==> src/rtl/sram_ctrl_pkg.sv <==
// Shared types and constants for the SRAM request controller slice.
package sram_ctrl_pkg;

  localparam int DEFAULT_WORD_SIZE = 8;
  localparam int DEFAULT_NUM_WORDS = 16;
  localparam int DEFAULT_ADDR_W    = $clog2(DEFAULT_NUM_WORDS);

  localparam logic CSB_IDLE = 1'b1;
  localparam logic WEB_IDLE = 1'b1;

  typedef logic [DEFAULT_ADDR_W-1:0]    addr_t;
  typedef logic [DEFAULT_WORD_SIZE-1:0] word_t;

  typedef struct packed {
    logic  we;
    addr_t addr;
    word_t wdata;
  } req_t;

endpackage

==> src/rtl/sram_req_ctrl_if.sv <==
// Request/response streams plus macro pins; slave is the controller, master its surroundings.
interface sram_req_ctrl_if
  import sram_ctrl_pkg::*;
#(
  parameter int WORD_SIZE = DEFAULT_WORD_SIZE,
  parameter int ADDR_W    = DEFAULT_ADDR_W
);

  logic                 req_valid;
  logic                 req_ready;
  logic                 req_we;
  logic [ADDR_W-1:0]    req_addr;
  logic [WORD_SIZE-1:0] req_wdata;

  logic                 rsp_valid;
  logic                 rsp_ready;
  logic [WORD_SIZE-1:0] rsp_rdata;

  logic [WORD_SIZE-1:0] din0;
  logic [ADDR_W-1:0]    addr0;
  logic                 csb0;
  logic                 web0;
  logic [WORD_SIZE-1:0] dout0;

  modport slave (
    input  req_valid, req_we, req_addr, req_wdata, rsp_ready, dout0,
    output req_ready, rsp_valid, rsp_rdata, din0, addr0, csb0, web0
  );

  modport master (
    output req_valid, req_we, req_addr, req_wdata, rsp_ready, dout0,
    input  req_ready, rsp_valid, rsp_rdata, din0, addr0, csb0, web0
  );

endinterface

==> src/rtl/sram_rsp_fifo.sv <==
// Small synchronous FIFO buffering read data; pop side is valid/ready, push side is a plain enable.
module sram_rsp_fifo
  import sram_ctrl_pkg::*;
#(
  parameter int WIDTH = DEFAULT_WORD_SIZE,
  parameter int DEPTH = 2,
  localparam int CNT_W = $clog2(DEPTH + 1)
) (
  input  logic             clk_i,
  input  logic             rst_ni,
  input  logic             push_i,
  input  logic [WIDTH-1:0] pushData_i,
  output logic             popValid_o,
  input  logic             popReady_i,
  output logic [WIDTH-1:0] popData_o,
  output logic [CNT_W-1:0] count_o
);

  localparam int PTR_W = (DEPTH > 1) ? $clog2(DEPTH) : 1;

  logic [WIDTH-1:0] mem_q [DEPTH];
  logic [PTR_W-1:0] wrPtr_q, rdPtr_q;
  logic [CNT_W-1:0] count_q, count_d;
  logic             full, popFire, pushFire;

  assign full     = (count_q == CNT_W'(DEPTH));
  assign popFire  = popReady_i && (count_q != '0);
  assign pushFire = push_i && (!full || popFire);

  assign popValid_o = (count_q != '0);
  assign popData_o  = mem_q[rdPtr_q];
  assign count_o    = count_q;

  always_comb begin
    count_d = count_q;
    if (pushFire && !popFire) begin
      count_d = count_q + CNT_W'(1);
    end else if (!pushFire && popFire) begin
      count_d = count_q - CNT_W'(1);
    end
  end

  // Storage needs no reset; occupancy alone decides what is visible.
  always_ff @(posedge clk_i) begin
    if (pushFire) begin
      mem_q[wrPtr_q] <= pushData_i;
    end
  end

  always_ff @(posedge clk_i or negedge rst_ni) begin
    if (!rst_ni) begin
      wrPtr_q <= '0;
      rdPtr_q <= '0;
      count_q <= '0;
    end else begin
      count_q <= count_d;
      if (pushFire) begin
        wrPtr_q <= (wrPtr_q == PTR_W'(DEPTH - 1)) ? '0 : wrPtr_q + PTR_W'(1);
      end
      if (popFire) begin
        rdPtr_q <= (rdPtr_q == PTR_W'(DEPTH - 1)) ? '0 : rdPtr_q + PTR_W'(1);
      end
    end
  end

  // Upstream credits must make an overflowing push impossible.
  assert property (@(posedge clk_i) disable iff (!rst_ni) !(push_i && full && !popFire));

endmodule

==> src/rtl/sram_req_ctrl.sv <==
// Front-end for a single-port SRAM macro: registered pin timing, in-order read returns, credit flow control.
module sram_req_ctrl
  import sram_ctrl_pkg::*;
#(
  parameter int WORD_SIZE = DEFAULT_WORD_SIZE,
  parameter int NUM_WORDS = DEFAULT_NUM_WORDS,
  parameter int RD_LAT    = 1,
  parameter int RSP_DEPTH = 2
) (
  input logic            clk0,
  input logic            rstb0,
  sram_req_ctrl_if.slave bus
);

  localparam int ADDR_W = $clog2(NUM_WORDS);
  localparam int CNT_W  = $clog2(RSP_DEPTH + 1);

  logic                 acceptFire, readAccept, rspPop, rspPush;
  logic                 reqReady_q;
  logic [CNT_W-1:0]     credit_q, credit_d;
  logic [RD_LAT:0]      tag_q, tag_d;
  logic                 csb_q, web_q;
  logic [ADDR_W-1:0]    addr_q;
  logic [WORD_SIZE-1:0] din_q;
  logic [CNT_W-1:0]     fifoCount;

  assign acceptFire = bus.req_valid && reqReady_q;
  assign readAccept = acceptFire && !bus.req_we;
  assign rspPop     = bus.rsp_valid && bus.rsp_ready;
  assign rspPush    = tag_q[RD_LAT];

  assign bus.req_ready = reqReady_q;
  assign bus.csb0      = csb_q;
  assign bus.web0      = web_q;
  assign bus.addr0     = addr_q;
  assign bus.din0      = din_q;

  // Each read holds one credit from accept until its data leaves the FIFO.
  always_comb begin
    credit_d = credit_q;
    if (readAccept && !rspPop) begin
      credit_d = credit_q + CNT_W'(1);
    end else if (!readAccept && rspPop) begin
      credit_d = credit_q - CNT_W'(1);
    end
  end

  always_comb begin
    tag_d    = '0;
    tag_d[0] = readAccept;
    for (int i = 1; i <= RD_LAT; i++) begin
      tag_d[i] = tag_q[i-1];
    end
  end

  // Ready comes from next-cycle credits, so it only depends on state and rsp_ready.
  always_ff @(posedge clk0 or negedge rstb0) begin
    if (!rstb0) begin
      reqReady_q <= 1'b0;
      credit_q   <= '0;
      tag_q      <= '0;
      csb_q      <= CSB_IDLE;
      web_q      <= WEB_IDLE;
      addr_q     <= '0;
      din_q      <= '0;
    end else begin
      reqReady_q <= (credit_d < CNT_W'(RSP_DEPTH));
      credit_q   <= credit_d;
      tag_q      <= tag_d;
      if (acceptFire) begin
        csb_q  <= 1'b0;
        web_q  <= !bus.req_we;
        addr_q <= bus.req_addr;
        din_q  <= bus.req_we ? bus.req_wdata : '0;
      end else begin
        csb_q  <= CSB_IDLE;
        web_q  <= WEB_IDLE;
        addr_q <= '0;
        din_q  <= '0;
      end
    end
  end

  sram_rsp_fifo #(
    .WIDTH(WORD_SIZE),
    .DEPTH(RSP_DEPTH)
  ) u_rspFifo (
    .clk_i      (clk0),
    .rst_ni     (rstb0),
    .push_i     (rspPush),
    .pushData_i (bus.dout0),
    .popValid_o (bus.rsp_valid),
    .popReady_i (bus.rsp_ready),
    .popData_o  (bus.rsp_rdata),
    .count_o    (fifoCount)
  );

  assert property (@(posedge clk0) disable iff (!rstb0)
    int'(credit_q) == int'(fifoCount) + $countones(tag_q));

endmodule
==> src/flat_wrapper.sv <==
// flat-port wrapper written by rule: the top's interface ports become plain ports
module sram_req_ctrl_flat import sram_ctrl_pkg::*;
#(
  parameter int WORD_SIZE = DEFAULT_WORD_SIZE,
  parameter int NUM_WORDS = DEFAULT_NUM_WORDS,
  parameter int RD_LAT    = 1,
  parameter int RSP_DEPTH = 2
)
  (clk0, rstb0, bus_req_valid, bus_req_we, bus_req_addr, bus_req_wdata, bus_rsp_ready, bus_dout0, bus_req_ready, bus_rsp_valid, bus_rsp_rdata, bus_din0, bus_addr0, bus_csb0, bus_web0);
  sram_req_ctrl_if #(.WORD_SIZE(WORD_SIZE)) bus_i ();
  input logic clk0;
  input logic rstb0;
  input wire logic [$bits(bus_i.req_valid)-1:0] bus_req_valid;
  input wire logic [$bits(bus_i.req_we)-1:0] bus_req_we;
  input wire logic [$bits(bus_i.req_addr)-1:0] bus_req_addr;
  input wire logic [$bits(bus_i.req_wdata)-1:0] bus_req_wdata;
  input wire logic [$bits(bus_i.rsp_ready)-1:0] bus_rsp_ready;
  input wire logic [$bits(bus_i.dout0)-1:0] bus_dout0;
  output wire logic [$bits(bus_i.req_ready)-1:0] bus_req_ready;
  output wire logic [$bits(bus_i.rsp_valid)-1:0] bus_rsp_valid;
  output wire logic [$bits(bus_i.rsp_rdata)-1:0] bus_rsp_rdata;
  output wire logic [$bits(bus_i.din0)-1:0] bus_din0;
  output wire logic [$bits(bus_i.addr0)-1:0] bus_addr0;
  output wire logic [$bits(bus_i.csb0)-1:0] bus_csb0;
  output wire logic [$bits(bus_i.web0)-1:0] bus_web0;
  assign bus_i.req_valid = bus_req_valid;
  assign bus_i.req_we = bus_req_we;
  assign bus_i.req_addr = bus_req_addr;
  assign bus_i.req_wdata = bus_req_wdata;
  assign bus_i.rsp_ready = bus_rsp_ready;
  assign bus_i.dout0 = bus_dout0;
  assign bus_req_ready = bus_i.req_ready;
  assign bus_rsp_valid = bus_i.rsp_valid;
  assign bus_rsp_rdata = bus_i.rsp_rdata;
  assign bus_din0 = bus_i.din0;
  assign bus_addr0 = bus_i.addr0;
  assign bus_csb0 = bus_i.csb0;
  assign bus_web0 = bus_i.web0;
  sram_req_ctrl #(.WORD_SIZE(WORD_SIZE), .NUM_WORDS(NUM_WORDS), .RD_LAT(RD_LAT), .RSP_DEPTH(RSP_DEPTH)) u_core (.clk0(clk0), .rstb0(rstb0), .bus(bus_i));
endmodule
==> config.mk <==
export PLATFORM = sky130hd
export DESIGN_NAME = sram_req_ctrl_flat
export DESIGN_NICKNAME = d
export VERILOG_FILES = /design/src/rtl/sram_ctrl_pkg.sv /design/src/rtl/sram_req_ctrl_if.sv /design/src/rtl/sram_rsp_fifo.sv /design/src/rtl/sram_req_ctrl.sv /design/src/flat_wrapper.sv
export SDC_FILE = /design/constraint.sdc
export NUM_CORES = 1
export LEC_CHECK = 0
export ABC_AREA = 1
export ABC_CLOCK_PERIOD_IN_PS = 1600
export BUFFER_PORTS_ARGS = -buffer_cell sky130_fd_sc_hd__buf_2
export CORE_ASPECT_RATIO = 0.6
export CORE_MARGIN = 2
export CORE_UTILIZATION = 25
export CTS_CLUSTER_DIAMETER = 50
export CTS_CLUSTER_SIZE = 30
export DETAILED_ROUTE_END_ITERATION = 8
export GPL_ROUTABILITY_DRIVEN = 0
export RECOVER_POWER = 100
export SETUP_SLACK_MARGIN = 0.4
export SYNTH_ARGS = -nofsm -noshare
export SYNTH_HDL_FRONTEND = slang
export SYNTH_SLANG_ARGS = --single-unit
export TNS_END_PERCENT = 100
==> constraint.sdc <==
create_clock -name clk0 -period 1.6 [get_ports clk0]
set_input_delay 0.08 -clock clk0 [delete_from_list [all_inputs] [get_ports clk0]]
set_output_delay 0.08 -clock clk0 [all_outputs]
set_load 0.01 [all_outputs]
Word level (Yosys, flattened, before mapping):

Memory sizes are Yosys's and may differ from the RTL's.
Index checks and enable logic that the tools add are counted.

* flip-flop bits (word level): 23
* bits in writable memories: 16
* input bits: 25
* output and inout bits: 24
* logic and storage cells: 48
* memories: 1

* add/sub/neg operators: 6
* $lt $le $gt $ge: 1
* eq/ne operators: 1
* mux-type cells: 13
* reductions and logical operators: 16

Memories
* u_core.u_rspFifo.mem_q: words 2, width 8, read ports 1, clocked after memory_dff 0, write ports 1, line sram_rsp_fifo.sv:21 `logic [WIDTH-1:0] mem_q [DEPTH];`

Operator list (count)
* 2-to-1 mux 8 bit: 2
* logical AND 1 bit: 8
* 2-to-1 mux 2 bit: 4
* 2-to-1 mux 1 bit: 6
* zero test 1 bit: 5
* adder 2 x 1 -> 2 bit (second input constant): 2
* 2-to-1 mux 4 bit: 1
* nonzero test 2 bit: 2
* subtractor 2 x 1 -> 2 bit (second input constant): 2
* adder 1 bit (second input constant): 2
* equality test 2 bit (second input constant): 1
* less-than comparator 2 bit (second input constant): 1
* logical OR 1 bit: 1

Depth between registers and ports, before layout:

* depth after elaboration: 8
* gate-level depth with buffers: 10
* gate-level depth less buffers: 10

Cells and area by module:

A second synthesis with hierarchy kept.

* cells, all modules: 145
* area, all modules: 1552.7 µm²

By module, submodules not included
* sram_rsp_fifo: instances 1, cells each 73, area each 828.3 µm², sequential area each 580.6 µm²
* sram_req_ctrl: instances 1, cells each 72, area each 724.4 µm², sequential area each 478.0 µm²

Worst setup path after synthesis:

Ideal clock, no wire load.

* path type: flip-flop to flip-flop
* from: register u_core.u_rspFifo.count_q[0], in the netlist u_core.u_rspFifo.count_o[0]
* to: memory u_core.u_rspFifo.mem_q[1][0] in the netlist's numbering, enable pin
* library setup time: 0.371 ns
* arrival: 0.964 ns
* required time: 1.229 ns
* setup slack: 0.265 ns
* stages on the path, launching flop included: 5
* buffers on the path: 0
* period minus slack after synthesis: 1.335 ns
* cell sequence: dfrtp_1 -> inv_2 -> nand3b_1 -> nand2_1 -> nor2_1

* cells in the longest elaborated chain, start to end: 6
* elaborated cells on any way between the ends: 8
* classes of those cells: eq/ne (1); mux (2); reduce/logical (5)

RTL lines
* start: declaration: line sram_rsp_fifo.sv:23 `logic [CNT_W-1:0] count_q, count_d;`
* start signal: assignment: line sram_rsp_fifo.sv:56 `count_q <= count_d;`
* equality test 2 bit or nonzero test 2 bit (tied branches): line sram_rsp_fifo.sv:26, sram_rsp_fifo.sv:27
* zero test 1 bit or logical AND 1 bit (tied branches): line sram_rsp_fifo.sv:28, sram_rsp_fifo.sv:27
* logical OR 1 bit *: line sram_rsp_fifo.sv:28 `assign pushFire = push_i && (!full || popFire);`
* logical AND 1 bit *: line sram_rsp_fifo.sv:28
* 2-to-1 mux 1 bit *: line sram_rsp_fifo.sv:45 `if (pushFire) begin`
* 2-to-1 mux 1 bit (not written as such) *: line sram_rsp_fifo.sv:46 `mem_q[wrPtr_q] <= pushData_i;`
* end: declaration: line sram_rsp_fifo.sv:21

Mark *: on every way between the ends. The rest lies on a longest branch, timed or not.

Worst setup path in the final report:

* from: register u_core.reqReady_q, in the netlist u_core.bus.req_ready
* to: register u_core.reqReady_q, in the netlist u_core.bus.req_ready

* cells in the longest elaborated chain, start to end: 7
* elaborated cells on any way between the ends: 8
* classes of those cells: order compare (1); mux (2); reduce/logical (5)

RTL lines
* start: declaration: line sram_req_ctrl.sv:19 `logic reqReady_q;`
* start signal: assignment: line sram_req_ctrl.sv:67 `reqReady_q <= (credit_d < CNT_W'(RSP_DEPTH));`
* logical AND 1 bit *: line sram_req_ctrl.sv:27 `assign acceptFire = bus.req_valid && reqReady_q;`
* logical AND 1 bit *: line sram_req_ctrl.sv:28 `assign readAccept = acceptFire && !bus.req_we;`
* net u_core.readAccept: line sram_req_ctrl.sv:18 `logic acceptFire, readAccept, rspPop, rspPush;`
* zero test 1 bit: line sram_req_ctrl.sv:43 `end else if (!readAccept && rspPop) begin`
* logical AND 1 bit: line sram_req_ctrl.sv:43
* 2-to-1 mux 2 bit: line sram_req_ctrl.sv:43
* 2-to-1 mux 2 bit *: line sram_req_ctrl.sv:41 `if (readAccept && !rspPop) begin`
* net u_core.credit_d[1]: line sram_req_ctrl.sv:20 `logic [CNT_W-1:0] credit_q, credit_d;`
* less-than comparator 2 bit *: line sram_req_ctrl.sv:67

Mark *: on every way through the listed nets, which the timed path passes. The rest lies on a longest branch.
A chain may end at the register's enable or synchronous reset.

==> report_table.html <==
<table>
<tr><th>Metric</th><th>Value</th></tr>
<tr><th colspan="2">Clock network</th></tr>
<tr><td>Clock tree from TritonCTS</td><td>done</td></tr>
<tr><td>Num Clock Sinks</td><td>39</td></tr>
<tr><td>Maximum clock insertion buffer count</td><td>2</td></tr>
<tr><td>Clock tree root driver cell</td><td>clkbuf_8</td></tr>
<tr><td>Later-pin clock latency in the skew report</td><td>~0.28 ns</td></tr>
<tr><td>Num CTS Buffers</td><td>5</td></tr>
<tr><td>CTS H-tree lvls</td><td>2</td></tr>
<tr><td>Clock-pin slew of the registers on the worst-case setup and hold paths</td><td>0.07 ns</td></tr>
<tr><th colspan="2">Synth</th></tr>
<tr><td>Synthesized instance count</td><td>137</td></tr>
<tr><td>Average cell area after synthesis</td><td>11.0 um2</td></tr>
<tr><td>Most numerous cell in the Yosys netlist</td><td>nand2_1</td></tr>
<tr><td>Count of flip-flops with a built-in enable after synthesis</td><td>16</td></tr>
<tr><td>Sequential area share after synthesis</td><td>70.3%</td></tr>
<tr><td>Synth Flop Type</td><td>dfrtp_1</td></tr>
<tr><td>Leading post-synthesis cells by instance count</td><td>nand2_1, dfrtp_1, edfxtp_1, inv_1, nor2_1</td></tr>
<tr><td>Net count after synthesis</td><td>165</td></tr>
<tr><td>Biggest area contributors in the synthesized netlist</td><td>dfrtp_1, edfxtp_1, nand2_1</td></tr>
<tr><td>Yosys top cell area share</td><td>34.9%</td></tr>
<tr><td>Cell taking the most area after synthesis</td><td>dfrtp_1</td></tr>
<tr><td>Synthesized area</td><td>0.00151 mm2</td></tr>
<tr><td>Proportion of register bits with asynchronous set or reset after synthesis</td><td>59.0%</td></tr>
<tr><td>Count of warnings emitted by yosys</td><td>0</td></tr>
<tr><td>Number of storage elements in the synthesis netlist</td><td>39</td></tr>
<tr><td>Count of cell types in the netlist</td><td>20</td></tr>
<tr><th colspan="2">Job</th></tr>
<tr><td>Maximum Capacitance Violations</td><td>0</td></tr>
<tr><th colspan="2">Worst setup path</th></tr>
<tr><td>Worst setup slack for register-to-register paths</td><td>0.19 ns</td></tr>
<tr><td>Cell count of the worst reg-to-reg path</td><td>8</td></tr>
<tr><td>Crit. Startpoint</td><td>u_core.bus.req_ready$_DFF_PN0_</td></tr>
<tr><td>Arrival @ worst endpoint</td><td>1.59 ns</td></tr>
<tr><td>Kind of cell adding the most delay to the critical path</td><td>simple AND/OR/NAND/NOR gates</td></tr>
<tr><td>Maximum single-stage delay on the critical path</td><td>0.37 ns</td></tr>
<tr><td>Crit Path Class</td><td>register to register</td></tr>
<tr><td>Data required time at the worst endpoint</td><td>1.78 ns</td></tr>
<tr><td>Combined buffer and inverter count along the critical path</td><td>2</td></tr>
<tr><td>Critical path endpoint</td><td>u_core.bus.req_ready$_DFF_PN0_</td></tr>
<tr><td>Kind of start point of the critical path</td><td>register</td></tr>
<tr><td>CP Depth</td><td>8</td></tr>
<tr><td>Critical Path End Type</td><td>register</td></tr>
<tr><td>Cell chain of the critical path</td><td>nand2_1 -&gt; nor2_1 -&gt; ha_4 -&gt; inv_2 -&gt; nand3_2 -&gt; nand3_2 -&gt; nand2_2 -&gt; inv_2</td></tr>
<tr><td>Critical R2R Capture</td><td>u_core.bus.req_ready$_DFF_PN0_</td></tr>
<tr><td>Launch point of the worst reg-to-reg path</td><td>u_core.bus.req_ready$_DFF_PN0_</td></tr>
<tr><td>Maximum fanout along the worst path</td><td>4</td></tr>
<tr><td>Slowest cell on the critical path</td><td>dfrtp_1</td></tr>
<tr><th colspan="2">Layout</th></tr>
<tr><td>Fin util</td><td>39.7%</td></tr>
<tr><td>Area occupied by registers</td><td>0.00106 mm2</td></tr>
<tr><td>Net count of the finished layout</td><td>246</td></tr>
<tr><td>Area added between synthesis and finish</td><td>50.2%</td></tr>
<tr><td>Area of the multi-input gates</td><td>443 um2</td></tr>
<tr><td>Number of fill cells</td><td>588</td></tr>
<tr><td>Ant. Diodes</td><td>0</td></tr>
<tr><td>Ratio of cells with drive above 1 in the final layout</td><td>32.9%</td></tr>
<tr><td>Number of cells in the finished layout apart from fillers</td><td>299</td></tr>
<tr><th colspan="2">Die</th></tr>
<tr><td>Die H</td><td>roughly 64 um</td></tr>
<tr><td>Width of the die</td><td>104 um</td></tr>
<tr><td>Die outline area</td><td>0.00668 mm2</td></tr>
<tr><td>Row count</td><td>21</td></tr>
<tr><td>Core region area</td><td>0.00570 mm2</td></tr>
<tr><td>Top-level port count</td><td>49</td></tr>
<tr><td>Effective utilization at floorplan</td><td>26.4%</td></tr>
<tr><th colspan="2">Place</th></tr>
<tr><td>Placed cell count</td><td>263</td></tr>
<tr><td>Total half-perimeter wirelength after legalization and detailed placement</td><td>2090 um</td></tr>
<tr><td>Number of buffer cells added on primary ports</td><td>48</td></tr>
<tr><th colspan="2">Route</th></tr>
<tr><td>Post-route DRC</td><td>0</td></tr>
<tr><td>Met2 WL</td><td>between 1000 and 1500 um</td></tr>
<tr><td>Final ANT Viol Nets</td><td>0</td></tr>
<tr><td>Detail Route met3 WL</td><td>266 um</td></tr>
<tr><td>First drt pass iteration count</td><td>4</td></tr>
<tr><td>Total via count in the routed design</td><td>1140</td></tr>
<tr><td>Routed WL</td><td>3220 um</td></tr>
<tr><td>Top routing layer used</td><td>met4</td></tr>
<tr><td>Vias per Instance</td><td>3.81</td></tr>
<tr><td>Routed metal-1 wire length</td><td>around 1500 um</td></tr>
<tr><td>Per-cell routed wire length</td><td>10.8 um</td></tr>
<tr><td>DR iter-0 viols</td><td>31</td></tr>
<tr><th colspan="2">Power and ir drop</th></tr>
<tr><td>Seq pwr share</td><td>approximately two fifths</td></tr>
<tr><td>Cell-internal power</td><td>2.21 mW</td></tr>
<tr><td>Switching share of total power</td><td>33.1%</td></tr>
<tr><td>Proportion of power drawn by the clock network</td><td>23.8%</td></tr>
<tr><td>Worst supply voltage drop on vdd</td><td>574 uV</td></tr>
<tr><td>Switching power total</td><td>approximately 1.1 mW</td></tr>
<tr><td>Overall power after layout</td><td>3.30 mW</td></tr>
<tr><td>Share of power burned in combinational logic</td><td>a little over a third</td></tr>
<tr><td>Power Density</td><td>1460 mW/mm2</td></tr>
<tr><td>Leakage dissipation</td><td>~1.0 nW</td></tr>
<tr><th colspan="2">Min path</th></tr>
<tr><td>Class of the worst hold path</td><td>input pin to register</td></tr>
<tr><td>Hold Crit Start</td><td>bus_req_wdata[4]</td></tr>
<tr><th colspan="2">STA</th></tr>
<tr><td>Peak Freq</td><td>between 0.7 and 0.8 GHz</td></tr>
<tr><td>Clock period minus worst slack</td><td>1.41 ns</td></tr>
<tr><td>Measured slew at the worst slew-check pin</td><td>0.581 ns</td></tr>
<tr><td>Fin Clk Skew</td><td>0.00230 ns</td></tr>
<tr><td>Fraction of the cycle the final worst path needs</td><td>88.2%</td></tr>
<tr><td>Setup TNS</td><td>0 ns</td></tr>
<tr><td>Fin. max-slew vios</td><td>0</td></tr>
<tr><td>Final Hold Fails</td><td>0</td></tr>
<tr><td>Setup repair after global routing missed its margin</td><td>true</td></tr>
<tr><td>Final-report setup violation count</td><td>0</td></tr>
<tr><td>Slew headroom</td><td>approximately three fifths</td></tr>
<tr><th colspan="2">Global route</th></tr>
<tr><td>Antenna violations before repair</td><td>0</td></tr>
<tr><td>Combined global-route utilization of all metal layers</td><td>10.3%</td></tr>
<tr><td>Total congestion overflow</td><td>0</td></tr>
<tr><td>Global-route wire length before repair</td><td>5280 um</td></tr>
<tr><td>Largest net degree at the start of global routing</td><td>24</td></tr>
<tr><td>Number of global-route vias before repair</td><td>between 1k and 1.5k</td></tr>
<tr><th colspan="2">Status</th></tr>
<tr><td>Result of the run</td><td>complete, no violations</td></tr>
</table>
worst reg2reg max path, delay by kind of cell (launching register included):
kind | cells | cell delay [ns]
buf+inv | 2 | 0.08
flops | 1 | 0.37
simple gates | 5 | 0.62
fa+ha+maj | 1 | 0.23
flip-flops by register name, indices dropped and copies added (netlist names):
signal                    cells
u_core.bus.req_ready          1
u_core.credit_q               2
u_core.u_rspFifo.count_o      2
u_core.u_rspFifo.rdPtr_q      1
u_core.bus.addr0              4
u_core.bus.din0               8
u_core.bus.csb0               1
u_core.u_rspFifo.wrPtr_q      1
u_core.u_rspFifo.mem_q       16
u_core.tag_q                  2
u_core.bus.web0               1
power groups by stage:
| stage | Clock (mW) | Combinational [mW] | Sequential, mW |
|---|---|---|---|
| after floorplan | 0 | 0.577 | 1.36 |
| after global placement | 0 | 0.853 | 1.36 |
| after detailed placement | 0 | 0.871 | 1.37 |
| after CTS | 0.821 | 1.13 | 1.34 |
| after global routing | 0.868 | 1.30 | 1.37 |
| final | 0.787 | 1.17 | 1.35 |
cells by family (layout without fill, tap and decap cells):
logic type,after synthesis,in the layout,synth area share [%]
buffers and inverters,21,103,6.15
adder cells (fa/ha/maj),3,3,2.49
XOR/XNOR,2,2,1.16
flip-flops,39,39,70.3
AND/OR/NAND/NOR,70,70,19.2
AO/OA/AOI/OAI,2,2,0.665
final cells by class:
type / instances / area share [%]
Clock buffer: 5 / 3.04
Sequential cell: 39 / 46.8
Clock inverter: 3 / 1.72
Timing Repair inverter: 1 / 0.221
Inverter: 18 / 3.43
Timing Repair Buffer: 76 / 20.8
Tap cell: 80 / 4.43
Multi-Input combinational cell: 77 / 19.6
cell usage in the layout (no fill, tap or decap):
cell type,instances
buf_2,20
buf_4,6
buf_6,3
bufinv_16,1
clkbuf_1,28
clkbuf_2,1
clkbuf_8,5
clkinv_1,1
clkinv_2,2
clkinv_4,1
dfrtp_1,21
dfstp_2,2
dlygate4sd3_1,18
edfxtp_1,16
ha_4,3
inv_1,8
inv_2,7
inv_4,2
nand2_1,35
nand2_2,13
nand3_1,2
nand3_2,4
nand3b_1,1
nand4_1,1
nor2_1,13
nor2_4,1
o21ai_1,1
o21ai_2,1
xnor2_1,1
xor2_1,1
per-layer routing:
layer  vias to the layer above  GRT usage [%]
met5                         -              0
met2                        37           16.9
met1                       514           12.3
li1                        587              -
met3                         2           5.10
met4                         0           2.53
per-stage QoR:
step / cell area (um2) / worst slack (ns) / hold slack (ns)
global route: 2260 / 0.133 / 0.0203
finish: 2260 / 0.189 / 0.0124
global placement: 1850 / 0.310 / 0.0945
floorplan: 1530 / 0.358 / -0.216
CTS: 2260 / 0.322 / 0.000876
detailed placement: 1850 / 0.264 / 0.0878
timing repair:
action	4_1_cts	5_1_grt
gates cloned	0	1
hold buffers	18	0
setup buffers	6	3
endpoints found under the setup margin	29	29
endpoints found under the hold margin	46	0
gates resized for setup	24	14
pin swaps	12	14
worst min-delay path by stage:
stage	end	slack [ns]	cells after the start
detailed placement	u_core.bus.req_ready$_DFF_PN0_	0.09	1
global route	u_core.bus.din0[4]$_DFF_PN0_	0.02	3
finish	u_core.bus.din0[4]$_DFF_PN0_	0.01	3
floorplan	u_core.bus.addr0[0]$_DFF_PN0_	-0.22	0
global placement	u_core.bus.req_ready$_DFF_PN0_	0.09	1
CTS	u_core.bus.din0[0]$_DFF_PN0_	0.0009	3
Power figures use the tool's default switching activity.
